File: config.mk
export PLATFORM = sky130hd
export DESIGN_NAME = pipelined_approx_adder_flat
export DESIGN_NICKNAME = d
export VERILOG_FILES = /design/src/rtl/pipelined_approx_adder_pkg.sv /design/src/rtl/pipelined_approx_adder_if.sv /design/src/rtl/pipelined_approx_adder_slice.sv /design/src/rtl/pipelined_approx_adder.sv /design/src/flat_wrapper.sv
export SDC_FILE = /design/constraint.sdc
export NUM_CORES = 1
export LEC_CHECK = 0
export CAP_MARGIN = 20
export CORE_MARGIN = 2
export CORE_UTILIZATION = 59
export DETAILED_ROUTE_END_ITERATION = 7
export HOLD_SLACK_MARGIN = 0.1
export PLACE_DENSITY = 0.91
export REMOVE_ABC_BUFFERS = 1
export SLEW_MARGIN = 20
export SYNTH_ARGS = -nofsm -noshare
export SYNTH_HDL_FRONTEND = slang
export SYNTH_HIERARCHICAL = 1
export SYNTH_SLANG_ARGS = --single-unit
File: constraint.sdc
create_clock -name clk -period 11.4 [get_ports clk]
set_input_delay 1.71 -clock clk [delete_from_list [all_inputs] [get_ports clk]]
set_output_delay 1.71 -clock clk [all_outputs]
set_load 0.005 [all_outputs]
File: src/rtl/pipelined_approx_adder_pkg.sv
// Shared types for the pipelined exact/approximate adder.
// Mode encoding; reserved behaves as exact.
package approx_adder_pkg;
   typedef enum logic [1:0] {
      MODE_EXACT = 2'b00,
      MODE_LOA   = 2'b01,
      MODE_TRUNC = 2'b10,
      MODE_RSVD  = 2'b11
   } mode_t;
endpackage

File: src/rtl/pipelined_approx_adder_if.sv
// Operand/result handshake bundle for pipelined_approx_adder.
interface pipelined_approx_adder_if #(
   parameter int N     = 8,
   parameter int CNT_W = 16
);
   logic                      in_valid;
   logic                      in_ready;
   logic [N-1:0]              a;
   logic [N-1:0]              b;
   logic                      cin;
   approx_adder_pkg::mode_t   mode;
   logic                      out_valid;
   logic                      out_ready;
   logic [N-1:0]              sum;
   logic                      cout;
   logic                      err_flag;
   logic [N:0]                err_dist;
   logic [CNT_W-1:0]          err_count;
   logic                      clr_stats;

   modport master (
      output in_valid, a, b, cin, mode, out_ready, clr_stats,
      input  in_ready, out_valid, sum, cout, err_flag, err_dist, err_count
   );
   modport slave (
      input  in_valid, a, b, cin, mode, out_ready, clr_stats,
      output in_ready, out_valid, sum, cout, err_flag, err_dist, err_count
   );
endinterface

File: src/rtl/pipelined_approx_adder_slice.sv
// One W-bit slice: exact and approximate ripple chains side by side.
// IDX locates the slice within the word so bits below K can be approximated.
module approx_adder_slice
   import approx_adder_pkg::*;
#(
   parameter int W   = 4,
   parameter int IDX = 0,
   parameter int K   = 3
) (
   input  mode_t        mode,
   input  logic [W-1:0] a,
   input  logic [W-1:0] b,
   input  logic         cin_x,
   input  logic         cin_a,
   output logic [W-1:0] sum_x,
   output logic [W-1:0] sum_a,
   output logic         cout_x,
   output logic         cout_a
);
   logic       approx, loa;
   logic [W:0] cx, ca;

   assign approx = (mode == MODE_LOA) || (mode == MODE_TRUNC);
   assign loa    = (mode == MODE_LOA);

   always_comb begin
      cx    = '0;
      ca    = '0;
      sum_x = '0;
      sum_a = '0;
      cx[0] = cin_x;
      ca[0] = cin_a;
      for (int i = 0; i < W; i++) begin
         sum_x[i]  = a[i] ^ b[i] ^ cx[i];
         cx[i+1]   = (a[i] & b[i]) | (cx[i] & (a[i] ^ b[i]));
         // Approximate LSBs never propagate a carry, except LOA's generate into bit K.
         if (approx && (IDX*W + i < K)) begin
            sum_a[i] = loa & (a[i] | b[i]);
            ca[i+1]  = (IDX*W + i == K-1) & loa & a[i] & b[i];
         end else begin
            sum_a[i] = a[i] ^ b[i] ^ ca[i];
            ca[i+1]  = (a[i] & b[i]) | (ca[i] & (a[i] ^ b[i]));
         end
      end
   end

   assign cout_x = cx[W];
   assign cout_a = ca[W];
endmodule

File: src/rtl/pipelined_approx_adder.sv
// STAGES-deep sliced adder with exact shadow sum and error statistics.
// The last stage register is the output register; the whole pipe stalls together.
module pipelined_approx_adder
   import approx_adder_pkg::*;
#(
   parameter int N      = 8,
   parameter int STAGES = 2,
   parameter int K      = 3,
   parameter int CNT_W  = 16
) (
   input logic                   clk,
   input logic                   rst,
   pipelined_approx_adder_if.slave bus
);
   localparam int W    = N / STAGES;
   localparam int LAST = STAGES - 1;

   logic                         advance;
   logic [STAGES-1:0]            v_in, vld_pipe;
   logic [STAGES-1:0][1:0]       m_in, mode_q;
   logic [STAGES-1:0][N-1:0]     a_in, b_in, a_q, b_q;
   logic [STAGES-1:0][N-1:0]     sx_d, sa_d, sx_q, sa_q;
   logic [STAGES-1:0]            cx_in, ca_in, cx_d, ca_d, cx_q, ca_q;
   logic [N:0]                   ex_full, ap_full, dist_d;

   assign advance      = !vld_pipe[LAST] || bus.out_ready;
   assign bus.in_ready = advance;

   for (genvar s = 0; s < STAGES; s++) begin : g_stage
      if (s == 0) begin : g_head
         assign v_in[s]  = bus.in_valid;
         assign m_in[s]  = bus.mode;
         assign a_in[s]  = bus.a;
         assign b_in[s]  = bus.b;
         assign cx_in[s] = bus.cin;
         // cin is dropped by approximate modes unless nothing is approximated.
         assign ca_in[s] = (K > 0 && (bus.mode == MODE_LOA || bus.mode == MODE_TRUNC))
                           ? 1'b0 : bus.cin;
      end else begin : g_body
         assign v_in[s]  = vld_pipe[s-1];
         assign m_in[s]  = mode_q[s-1];
         assign a_in[s]  = a_q[s-1];
         assign b_in[s]  = b_q[s-1];
         assign cx_in[s] = cx_q[s-1];
         assign ca_in[s] = ca_q[s-1];
         assign sx_d[s][s*W-1:0] = sx_q[s-1][s*W-1:0];
         assign sa_d[s][s*W-1:0] = sa_q[s-1][s*W-1:0];
      end
      if (s < LAST) begin : g_upper
         assign sx_d[s][N-1:(s+1)*W] = '0;
         assign sa_d[s][N-1:(s+1)*W] = '0;
      end

      approx_adder_slice #(.W(W), .IDX(s), .K(K)) u_slice (
         .mode   (mode_t'(m_in[s])),
         .a      (a_in[s][s*W +: W]),
         .b      (b_in[s][s*W +: W]),
         .cin_x  (cx_in[s]),
         .cin_a  (ca_in[s]),
         .sum_x  (sx_d[s][s*W +: W]),
         .sum_a  (sa_d[s][s*W +: W]),
         .cout_x (cx_d[s]),
         .cout_a (ca_d[s])
      );
   end

   always_ff @(posedge clk or posedge rst) begin
      if (rst) begin
         vld_pipe <= '0;
         mode_q   <= '0;
         a_q      <= '0;
         b_q      <= '0;
         sx_q     <= '0;
         sa_q     <= '0;
         cx_q     <= '0;
         ca_q     <= '0;
      end else if (advance) begin
         vld_pipe <= v_in;
         mode_q   <= m_in;
         a_q      <= a_in;
         b_q      <= b_in;
         sx_q     <= sx_d;
         sa_q     <= sa_d;
         cx_q     <= cx_d;
         ca_q     <= ca_d;
      end
   end

   assign ex_full = {cx_d[LAST], sx_d[LAST]};
   assign ap_full = {ca_d[LAST], sa_d[LAST]};
   assign dist_d  = (ex_full >= ap_full) ? (ex_full - ap_full) : (ap_full - ex_full);

   always_ff @(posedge clk or posedge rst) begin
      if (rst) begin
         bus.err_flag <= 1'b0;
         bus.err_dist <= '0;
      end else if (advance) begin
         bus.err_flag <= (ex_full != ap_full);
         bus.err_dist <= dist_d;
      end
   end

   // Clear beats a same-cycle increment; the count sticks at all-ones.
   always_ff @(posedge clk or posedge rst) begin
      if (rst)
         bus.err_count <= '0;
      else if (bus.clr_stats)
         bus.err_count <= '0;
      else if (vld_pipe[LAST] && bus.out_ready && bus.err_flag && (bus.err_count != '1))
         bus.err_count <= bus.err_count + 1'b1;
   end

   assign bus.out_valid = vld_pipe[LAST];
   assign bus.sum       = sa_q[LAST];
   assign bus.cout      = ca_q[LAST];
endmodule

File: src/flat_wrapper.sv
// flat-port wrapper written by rule: the top's interface ports become plain ports
module pipelined_approx_adder_flat import approx_adder_pkg::*;
#(
   parameter int N      = 8,
   parameter int STAGES = 2,
   parameter int K      = 3,
   parameter int CNT_W  = 16
)
  (clk, rst, bus_in_valid, bus_a, bus_b, bus_cin, bus_mode, bus_out_ready, bus_clr_stats, bus_in_ready, bus_out_valid, bus_sum, bus_cout, bus_err_flag, bus_err_dist, bus_err_count);
  pipelined_approx_adder_if #(.N(N), .CNT_W(CNT_W)) bus_i ();
  input logic clk;
  input logic rst;
  input wire logic [$bits(bus_i.in_valid)-1:0] bus_in_valid;
  input wire logic [$bits(bus_i.a)-1:0] bus_a;
  input wire logic [$bits(bus_i.b)-1:0] bus_b;
  input wire logic [$bits(bus_i.cin)-1:0] bus_cin;
  input wire logic [$bits(bus_i.mode)-1:0] bus_mode;
  input wire logic [$bits(bus_i.out_ready)-1:0] bus_out_ready;
  input wire logic [$bits(bus_i.clr_stats)-1:0] bus_clr_stats;
  output wire logic [$bits(bus_i.in_ready)-1:0] bus_in_ready;
  output wire logic [$bits(bus_i.out_valid)-1:0] bus_out_valid;
  output wire logic [$bits(bus_i.sum)-1:0] bus_sum;
  output wire logic [$bits(bus_i.cout)-1:0] bus_cout;
  output wire logic [$bits(bus_i.err_flag)-1:0] bus_err_flag;
  output wire logic [$bits(bus_i.err_dist)-1:0] bus_err_dist;
  output wire logic [$bits(bus_i.err_count)-1:0] bus_err_count;
  assign bus_i.in_valid = bus_in_valid;
  assign bus_i.a = bus_a;
  assign bus_i.b = bus_b;
  assign bus_i.cin = bus_cin;
  assign bus_i.mode = bus_mode;
  assign bus_i.out_ready = bus_out_ready;
  assign bus_i.clr_stats = bus_clr_stats;
  assign bus_in_ready = bus_i.in_ready;
  assign bus_out_valid = bus_i.out_valid;
  assign bus_sum = bus_i.sum;
  assign bus_cout = bus_i.cout;
  assign bus_err_flag = bus_i.err_flag;
  assign bus_err_dist = bus_i.err_dist;
  assign bus_err_count = bus_i.err_count;
  pipelined_approx_adder #(.N(N), .STAGES(STAGES), .K(K), .CNT_W(CNT_W)) u_core (.clk(clk), .rst(rst), .bus(bus_i));
endmodule
==> reports/results.tsv <==
metric	value	unit
ant_nets	0	
post_cts_buffers	0	
hold_buffers	0	
place.gp.congestion	0.8875	
routed_wl	8.027	mm
clockRootBuffer	clkbuf_8	
timing.rr.start	u_core/a_in[12]$_DFFE_PP0P_	
fin_crit_sh	43.04	%
dieArea	6967	um^2
crit_path_end_kind	output port	
antenna_found_initial	0	
setup_tns	0	ps
finalSetupViolCount	0	
cts_buffer_depth	2	
n_antenna_cell	0	
hold_class	register to register	
ioPinCount	61	
worstSkewPairLatency	310	ps
hold_viol	0	
rsz0062_at_grt	false	
critPathLaunchType	input port	
cts_resized	0	
critical-path-max-stage-delay	460	ps
slowest_stage	clkdlybuf4s50_1	
drv_cap	0	
setup_ws	6494	ps
core_region_area	6026	um^2
grt_util_all_layers	24.27	%
htree_levels	2	
final_util	74.36	%
fmax	0.2038	GHz
syn-instance-count	415	
p_leak	2.099	nW
fin_area	4481	um^2
grt_max_degree	56	
cp.required	9690	ps
place_ws	6478	ps
maxSlewViolCount	0	
path_max_fanout	33	
clk_pin_slew_worst_paths	90	ps
cts_sinks	55	
area_delta_synth_final	20.25	%
syn_area	3726	um^2
cp-startpoint	bus_out_ready	
holdCritStartpoint	u_core/vld_pipe[0]$_DFFE_PP0P_	
drt_iter0_drc	150	
powerDensity	193.4	nW/um^2
layout-drive-gt1-share	7.447	%
grt_overflow_total	0	
irDropWorstVdd	0.1448	mV
tightestPinTransition	645.6	ps
grt_pass1_wl	13.89	mm
fin_crit	4906	ps
row_count	28	
cp_cell_sequence	clkdlybuf4s50_1, nor2b_2, buf_4, clkinv_1, clkdlybuf4s50_1	
routedWlPerCell	14.73	um
crit_arrival	3200	ps
outcome	finished clean	
ys_warn_count	6	
crit_path_frequent_cell	clkdlybuf4s50_1	
start_util	61.84	%
skew	5.719	ps
dr.pass1.iters	6	
dp_hpwl	6.000	mm
placed_area	4355	um^2
syn_area_per_cell	8.978	um^2
grt_pass1_vias	3088	
max_slew_margin	56.87	%
numCtsBuffers	5	
drt_drc_violations_left	0	
port_buffers	60	
fin_nets	533	
path_class	input port to output port	
viasPerCell	5.604	
die_h	83.47	um
cts_tree	built	
die_w	83.47	um
dr_total_vias	3054	
[cell type report]
class	count	area [um^2]
clock buffers	7	96.34
clock inverters	1	7.507
fillers	431	1545
inverters	60	226.5
multi-input cells	284	2044
flip-flops and latches	55	1376
well taps	75	93.84
repair buffers	63	635.6
[metrics by stage]
| stage | hold slack (ps) | power (mW) | cells |
|---|---|---|---|
| finish | 472.4 | 0.8664 | 545 |
| detailed placement | 455.6 | 0.7431 | 536 |
| CTS | 477.2 | 0.8639 | 544 |
| global route | 500.2 | 0.9347 | 545 |
| floorplan | 430.0 | 0.5874 | 399 |
| global placement | 442.7 | 0.7231 | 536 |
[worst max-delay path: cells and delay by family]
| kind | cells | cell delay, ps |
|---|---|---|
| AND/OR/NAND/NOR | 1 | 110 |
| buffers and inverters | 4 | 1360 |
[state kept, by name, indices dropped and copies added (netlist names)]
signal	cells
u_core/bus.err_flag	1
u_core/a_in	4
u_core/ca_q	2
u_core/bus.err_count	16
u_core/b_in	4
u_core/cx_q	1
u_core/bus.sum	8
u_core/vld_pipe	2
u_core/ex_full	4
u_core/bus.err_dist	9
u_core/ap_full	4
[metal layers]
| layer | GRT usage, % | vias to the layer above | share of wire (%) |
|---|---|---|---|
| li1 | - | 1464 | - |
| met1 | 29.81 | 1462 | 41 |
| met2 | 43.40 | 111 | 52 |
| met3 | 3.660 | 17 | 5.3 |
| met4 | 8.798 | 0 | 1.8 |
| met5 | 0 | - | 0 |
[cells in the final DEF, fill, tap and decap left out, drive strengths merged, types with 3 or more instances in the layout]
| master | n |
|---|---|
| a21o | 3 |
| a21oi | 14 |
| a31oi | 6 |
| and3 | 3 |
| and4 | 6 |
| buf | 3 |
| clkbuf | 7 |
| clkdlybuf4s50 | 60 |
| dfrtp | 55 |
| fa | 18 |
| ha | 22 |
| inv | 58 |
| nand2 | 64 |
| nand2b | 5 |
| nand3 | 9 |
| nor2 | 37 |
| nor2b | 4 |
| nor3 | 10 |
| o21ai | 31 |
| or3 | 7 |
| xnor2 | 10 |
| xor2 | 4 |
[power breakdown]
part	leakage [nW]	internal (mW)	switching (mW)	total, mW
logic	1.36	0.217	0.270	0.488
clock network	0.0505	0.0553	0.0619	0.117
registers	0.686	0.236	0.0257	0.262
total	2.10	0.509	0.358	0.866
[final timing paths]
check	to	slack [ps]	cells after the start
worst max-delay path	bus_in_ready	6490	5
worst min-delay path	u_core/vld_pipe[0]$_DFFE_PP0P_	470	2
worst max register to register	u_core/bus.err_dist[4]$_DFFE_PP0P_	7220	16
worst min register to register	u_core/vld_pipe[0]$_DFFE_PP0P_	470	2
max in group asynchronous	u_core/a_in[14]$_DFFE_PP0P_	9250	3
min in group asynchronous	u_core/bus.sum[0]$_DFFE_PP0P_	1650	2
Note: power is estimated with default switching activity, not from simulation.
